===== config.mk =====
export PLATFORM = sky130hd
export DESIGN_NAME = key_search_scheduler
export DESIGN_NICKNAME = d
export VERILOG_FILES = /design/src/rtl/key_search_pkg.sv /design/src/rtl/lowest_index_picker.sv /design/src/rtl/key_search_scheduler.sv
export SDC_FILE = /design/constraint.sdc
export NUM_CORES = 1
export LEC_CHECK = 0
export CAP_MARGIN = 10
export CORE_ASPECT_RATIO = 0.9
export CORE_MARGIN = 2
export CORE_UTILIZATION = 50
export DETAILED_ROUTE_END_ITERATION = 10
export PLACE_DENSITY = 0.74
export SYNTH_ARGS = -nofsm -noshare
export SYNTH_HDL_FRONTEND = slang
export SYNTH_SLANG_ARGS = --single-unit

===== constraint.sdc =====
create_clock -name clk -period 5.2 [get_ports clk]
set_input_delay 0.52 -clock clk [delete_from_list [all_inputs] [get_ports clk]]
set_output_delay 0.52 -clock clk [all_outputs]
set_load 0.02 [all_outputs]

===== src/rtl/key_search_pkg.sv =====
// Shared types and helpers for the parallel RC4 key-search scheduler.
package key_search_pkg;

    // Scheduler states: idle, handing out keys, waiting for stragglers, and the two end states.
    typedef enum logic [2:0] {
        ST_IDLE      = 3'd0,
        ST_DISPATCH  = 3'd1,
        ST_DRAIN     = 3'd2,
        ST_FOUND     = 3'd3,
        ST_NOT_FOUND = 3'd4
    } sched_state_t;

    localparam int          KEY_WIDTH_DEFAULT = 24;
    localparam logic [23:0] KEY_SPACE_MAX     = 24'h3FFFFF;

    // Width of a slot index; never below one bit so a single-slot build still has a port.
    function automatic int idx_width(input int n);
        return (n > 1) ? $clog2(n) : 1;
    endfunction

endpackage


===== src/rtl/lowest_index_picker.sv =====
// Combinational lowest-set-bit encoder: returns the index of the lowest request and a hit flag.
module lowest_index_picker
    import key_search_pkg::*;
#(
    parameter int N = 4
) (
    input  logic [N-1:0]              req,
    output logic [idx_width(N)-1:0]   idx,
    output logic                      any
);

    localparam int IW = idx_width(N);

    // Scan from the top down so the lowest set bit is the last one written.
    always_comb begin
        idx = '0;
        any = 1'b0;
        for (int i = N - 1; i >= 0; i--) begin
            if (req[i]) begin
                idx = IW'(i);
                any = 1'b1;
            end
        end
    end

endmodule


===== src/rtl/key_search_scheduler.sv =====
// Parallel RC4 key-search controller: deals consecutive keys to NUM_CORES core slots,
// collects per-slot results and stops on the first valid key.
module key_search_scheduler
    import key_search_pkg::*;
#(
    parameter int                   NUM_CORES = 4,
    parameter int                   KEY_WIDTH = KEY_WIDTH_DEFAULT,
    parameter logic [KEY_WIDTH-1:0] KEY_FIRST = '0,
    parameter logic [KEY_WIDTH-1:0] KEY_MAX   = KEY_WIDTH'(KEY_SPACE_MAX)
) (
    input  logic                               clk,
    input  logic                               reset_n,
    input  logic                               start,
    output logic [NUM_CORES-1:0]               core_start,
    output logic [NUM_CORES*KEY_WIDTH-1:0]     core_key,
    output logic                               core_abort,
    input  logic [NUM_CORES-1:0]               core_done,
    input  logic [NUM_CORES-1:0]               core_valid,
    output logic                               busy,
    output logic                               found,
    output logic                               not_found,
    output logic [KEY_WIDTH-1:0]               found_key,
    output logic [idx_width(NUM_CORES)-1:0]    found_core,
    output logic [KEY_WIDTH-1:0]               keys_checked
);

    localparam int IDX_W = idx_width(NUM_CORES);

    sched_state_t         state_reg;
    logic [NUM_CORES-1:0] busy_bits_reg;
    logic [KEY_WIDTH-1:0] slot_key_reg [NUM_CORES];
    logic [KEY_WIDTH-1:0] next_key_reg;
    logic [KEY_WIDTH-1:0] keys_checked_reg;
    logic [KEY_WIDTH-1:0] found_key_reg;
    logic [IDX_W-1:0]     found_core_reg;
    logic                 found_reg;
    logic                 not_found_reg;
    logic                 core_abort_reg;

    logic                 searching;
    logic [NUM_CORES-1:0] done_eff;
    logic [NUM_CORES-1:0] win_req;
    logic [NUM_CORES-1:0] busy_after;
    logic [NUM_CORES-1:0] free_req;
    logic [NUM_CORES-1:0] issue_onehot;
    logic                 issue_en;
    logic [IDX_W-1:0]     free_idx;
    logic [IDX_W-1:0]     win_idx;
    logic                 free_any;
    logic                 win_any;
    logic [KEY_WIDTH:0]   done_count;
    logic [KEY_WIDTH:0]   checked_sum;
    logic [KEY_WIDTH-1:0] keys_checked_next;

    // Results only count from slots we actually handed a key to; stray dones are dropped here.
    assign searching  = (state_reg == ST_DISPATCH) || (state_reg == ST_DRAIN);
    assign done_eff   = searching ? (core_done & busy_bits_reg) : '0;
    assign win_req    = done_eff & core_valid;
    assign busy_after = busy_bits_reg & ~done_eff;
    assign free_req   = ~busy_after;

    lowest_index_picker #(.N(NUM_CORES)) u_free_pick (
        .req (free_req),
        .idx (free_idx),
        .any (free_any)
    );

    lowest_index_picker #(.N(NUM_CORES)) u_win_pick (
        .req (win_req),
        .idx (win_idx),
        .any (win_any)
    );

    // Issue decision is same-cycle so a slot finishing now can be refilled now; a winner blocks it.
    always_comb begin
        issue_en     = (state_reg == ST_DISPATCH) && !win_any && free_any;
        issue_onehot = issue_en ? (NUM_CORES'(1) << free_idx) : '0;
    end

    // Saturating count of accepted core_done pulses.
    always_comb begin
        done_count = '0;
        for (int i = 0; i < NUM_CORES; i++) begin
            done_count = done_count + (KEY_WIDTH + 1)'(done_eff[i]);
        end
        checked_sum       = {1'b0, keys_checked_reg} + done_count;
        keys_checked_next = checked_sum[KEY_WIDTH] ? '1 : checked_sum[KEY_WIDTH-1:0];
    end

    // A freshly issued slot sees next_key directly; afterwards it sees its held key.
    generate
        for (genvar gi = 0; gi < NUM_CORES; gi++) begin : g_core_key
            assign core_key[gi*KEY_WIDTH +: KEY_WIDTH] =
                issue_onehot[gi] ? next_key_reg : slot_key_reg[gi];
        end
    endgenerate

    assign core_start   = issue_onehot;
    assign core_abort   = core_abort_reg;
    assign busy         = searching;
    assign found        = found_reg;
    assign not_found    = not_found_reg;
    assign found_key    = found_key_reg;
    assign found_core   = found_core_reg;
    assign keys_checked = keys_checked_reg;

    // Scheduler FSM: slot bookkeeping, key sequencing and the sticky result registers.
    always_ff @(posedge clk) begin
        if (!reset_n) begin
            state_reg        <= ST_IDLE;
            busy_bits_reg    <= '0;
            next_key_reg     <= KEY_FIRST;
            keys_checked_reg <= '0;
            found_key_reg    <= '0;
            found_core_reg   <= '0;
            found_reg        <= 1'b0;
            not_found_reg    <= 1'b0;
            core_abort_reg   <= 1'b0;
            for (int i = 0; i < NUM_CORES; i++) begin
                slot_key_reg[i] <= '0;
            end
        end else begin
            core_abort_reg <= 1'b0;
            for (int i = 0; i < NUM_CORES; i++) begin
                if (issue_onehot[i]) begin
                    slot_key_reg[i] <= next_key_reg;
                end
            end

            case (state_reg)
                ST_IDLE, ST_FOUND, ST_NOT_FOUND: begin
                    if (start) begin
                        state_reg        <= ST_DISPATCH;
                        busy_bits_reg    <= '0;
                        next_key_reg     <= KEY_FIRST;
                        keys_checked_reg <= '0;
                        found_key_reg    <= '0;
                        found_core_reg   <= '0;
                        found_reg        <= 1'b0;
                        not_found_reg    <= 1'b0;
                    end
                end

                ST_DISPATCH, ST_DRAIN: begin
                    keys_checked_reg <= keys_checked_next;
                    if (win_any) begin
                        // The winner's key comes from our own copy, so completion order is irrelevant.
                        state_reg      <= ST_FOUND;
                        found_reg      <= 1'b1;
                        found_key_reg  <= slot_key_reg[win_idx];
                        found_core_reg <= win_idx;
                        core_abort_reg <= 1'b1;
                        busy_bits_reg  <= '0;
                    end else begin
                        busy_bits_reg <= busy_after | issue_onehot;
                        if (issue_en) begin
                            // The last key parks the counter rather than wrapping it.
                            if (next_key_reg == KEY_MAX) begin
                                state_reg <= ST_DRAIN;
                            end else begin
                                next_key_reg <= next_key_reg + 1'b1;
                            end
                        end else if ((state_reg == ST_DRAIN) && (busy_after == '0)) begin
                            state_reg     <= ST_NOT_FOUND;
                            not_found_reg <= 1'b1;
                        end
                    end
                end

                default: state_reg <= ST_IDLE;
            endcase
        end
    end

endmodule

==> qor.txt <==
Clock power share -> 0.305
CP max-delay cell -> or3_2
Critical Path RT -> 4.68 ns
Share of layout cells above drive strength 1 -> 0.154
Yosys top cell area share -> 0.296
Clk buf depth -> 2
Top_reg_cell synth -> edfxtp_1
RSZ-0062 raised after global routing -> false
WL met3 -> 1440 microns
Initial antenna violation count -> 0
CP Buf/Inv Count -> 2
P_sw -> 1.57 mW
Power Dens Cells -> 376 nW/um^2
Endpoints failing setup -> 0
Crit path capture type -> output pin
Slew Viols, Final -> 0
DP Wirelength -> 17900 microns
Reg power frac -> 0.374
Initial core utilization -> 0.509
Total CTS buffers -> 17
Worst skew pair latency -> 0.44 ns
First-pass GRT wire length -> 41500 microns
CTS Hold Buffers Added -> 0
Max layer used -> met4
Die Area -> 20600 sq um
HP Class -> register to register
Yosys cell types -> 65
Clock Pin Slew Worst Setup and Hold Paths -> 0.07 ns
Combinational fraction of design power -> 0.321
Post-route ant nets -> 0
Root Driver -> clkbuf_16
Input/output buffers -> 164
Synth warn -> 0
GP Congestion -> 0.867
Setup TNS -> 0 ns
DR WL/cell -> 20.1 microns
Top cells by area, synth -> edfxtp_1 30%, dfxtp_1 17%, mux2_2 9.0%
Post-layout power -> 4.59 mW
Final Hold Viols -> 0
NumNets Final -> 1087
GR Overflow Total -> 0
FMAX -> 215 MHz
Seq/Total Area, Yosys -> 0.469
Overall routing resource usage -> 0.260
Met2 WL -> 12800 microns
Most frequent cells in the layout -> 164 x clkdlybuf4s50_1, 104 x and2_1, 96 x edfxtp_1
Average size of a mapped cell -> 10.3 sq um
Post-synth EDFFs -> 96
Row count -> 48
Max-cap viol count -> 0
Syn_nets -> 960
Critical-path maximum fanout -> 27
Top delay family on crit path -> simple AND/OR/NAND/NOR gates
Internal power -> 3.01 mW
Synth Cell Area -> 9730 sq um
DP Area -> 11600 sq um
Max incr delay on CP -> 0.93 ns
Clock Sinks -> 180
Worst VDD drop -> 0.244 mV
Synth Instances -> 944
Via count of the first global-routing pass -> 7536
#FFs+latches synth -> 180
Worst EP arrival -> 4.12 ns
Largest net degree at the start of global routing -> 33
Leading cell type in the layout, fill and taps excluded -> clkdlybuf4s50_1
Worst slew pin tran -> 1.11 ns
Wl on met1 -> 12100 microns
Die height -> 136 microns
Design area -> 12200 sq um
Tmin final -> 4.64 ns
Rel. slew slack -> 0.258
H-tree depth -> 4
Die Span X -> 151 microns
PostCTS Resize Cnt -> 0
Net Sw Frac -> 0.343
Area growth, synth to finish -> 25.5%
Asr flop ratio synth -> 0
# DRC -> 0
CORE AREA -> 19100 sq um
Via-to-Cell Ratio -> 6.01
Startpoint types -> register
CTS tree -> done
Setup bufs post-CTS -> 0
Ant diodes -> 0
Status -> completed
Max reg flops -> 96
Final period util -> 0.893
DRT Pass-1 Iters -> 5
IO Count -> 165
Critical Path, Cell by Cell -> xnor2_2 > or2_1 > inv_2 > a21oi_4 > nand2_2 > or3_2 > mux2_4 > clkdlybuf4s50_1
Initial detailed-routing violation count -> 540
WL final -> 26700 microns
Area leader, netlist -> edfxtp_1
Total number of vias -> 8011
Crit Path Class -> register to output pin
Clock tree skew after final layout -> 0.00935 ns
Pleak -> 4.81 nW
final timing paths:
kind | start | endpoint | slack [ns] | cells past startpoint
worst max-delay path | state_reg[1]$_SDFFE_PN0P_ | core_key[93] | 0.56 | 8
worst min-delay path | found_key[22]$_SDFFE_PN0P_ | found_key[22]$_SDFFE_PN0P_ | 0.46 | 2
worst max register to register | state_reg[1]$_SDFFE_PN0P_ | keys_checked[17]$_SDFFE_PN0P_ | 0.85 | 16
worst min register to register | found_key[22]$_SDFFE_PN0P_ | found_key[22]$_SDFFE_PN0P_ | 0.46 | 2
worst reg2reg max path, cell delays in order (launching register included):
cell and delay, ns:
dfxtp_1 0.59, xnor2_2 0.23, or2_1 0.28, inv_2 0.25, buf_4 0.33, and3_1 0.21
ha_1 0.13, inv_1 0.04, fa_1 0.37, inv_1 0.08, fa_1 0.23, and4_1 0.31
nand4_1 0.25, or3_1 0.60, o21ai_0 0.17, a22oi_1 0.11, nor2_1 0.11
cells by family after synthesis:
family / after synthesis / synth area share
flip-flops: 180 / 0.469
buffers and inverters: 91 / 0.0392
adder cells (fa/ha/maj): 5 / 0.00798
multiplexers: 145 / 0.168
XOR/XNOR: 2 / 0.00257
AO/OA/AOI/OAI: 188 / 0.128
AND/OR/NAND/NOR: 333 / 0.185
power by group through the flow:
stage	combinational [mW]	clock [mW]	sequential, mW
6_report	1.47	1.40	1.72
5_1_grt	1.58	1.47	1.72
4_1_cts	1.47	1.42	1.71
3_5_place_dp	1.46	0	1.74
3_3_place_gp	1.45	0	1.74
2_1_floorplan	0.982	0	1.68
cell usage after synthesis, types with 3 or more instances:
cell	n
a21o_1	10
a21oi_1	34
a22o_1	4
a22oi_1	6
a31oi_1	17
and2_1	104
and3_1	11
and4_1	8
buf_1	3
buf_2	11
buf_6	3
clkbuf_1	61
dfxtp_1	84
edfxtp_1	96
ha_1	3
inv_1	10
mux2_2	78
mux2_4	17
mux2i_1	50
nand2_1	82
nand2b_1	8
nand3_1	32
nand4_1	16
nor2_1	28
nor2b_1	4
nor3_1	12
nor4_1	6
o211ai_1	6
o21a_1	5
o21ai_0	52
o221ai_1	25
o31ai_1	6
or3_1	7
or4_1	7
layer usage:
metal,up-vias,global-route usage
met3,31,0.0403
met5,-,0
met4,0,0.0815
met2,307,0.423
met1,3928,0.360
li1,3745,-
final cells by class:
cell class                      count  area [sq um]
Clock buffer                       19           453
Clock inverter                     13           194
Fill cell                        1544          6890
Inverter                           12          45.0
Multi-Input combinational cell    673          4820
Sequential cell                   180          4560
Tap cell                          250           313
Timing Repair Buffer              187          1810
per-stage QoR:
stage	hold slack [ns]	utilization	instances	setup WS, ns
after floorplan	0.471	-	944	1.20
after global placement	0.446	0.605	1302	0.840
after detailed placement	0.446	0.605	1302	0.773
after CTS	0.466	0.639	1334	0.560
after global routing	0.482	0.639	1334	0.405
final	0.462	0.639	1334	0.555
Note: power is estimated with default switching activity, not from simulation.
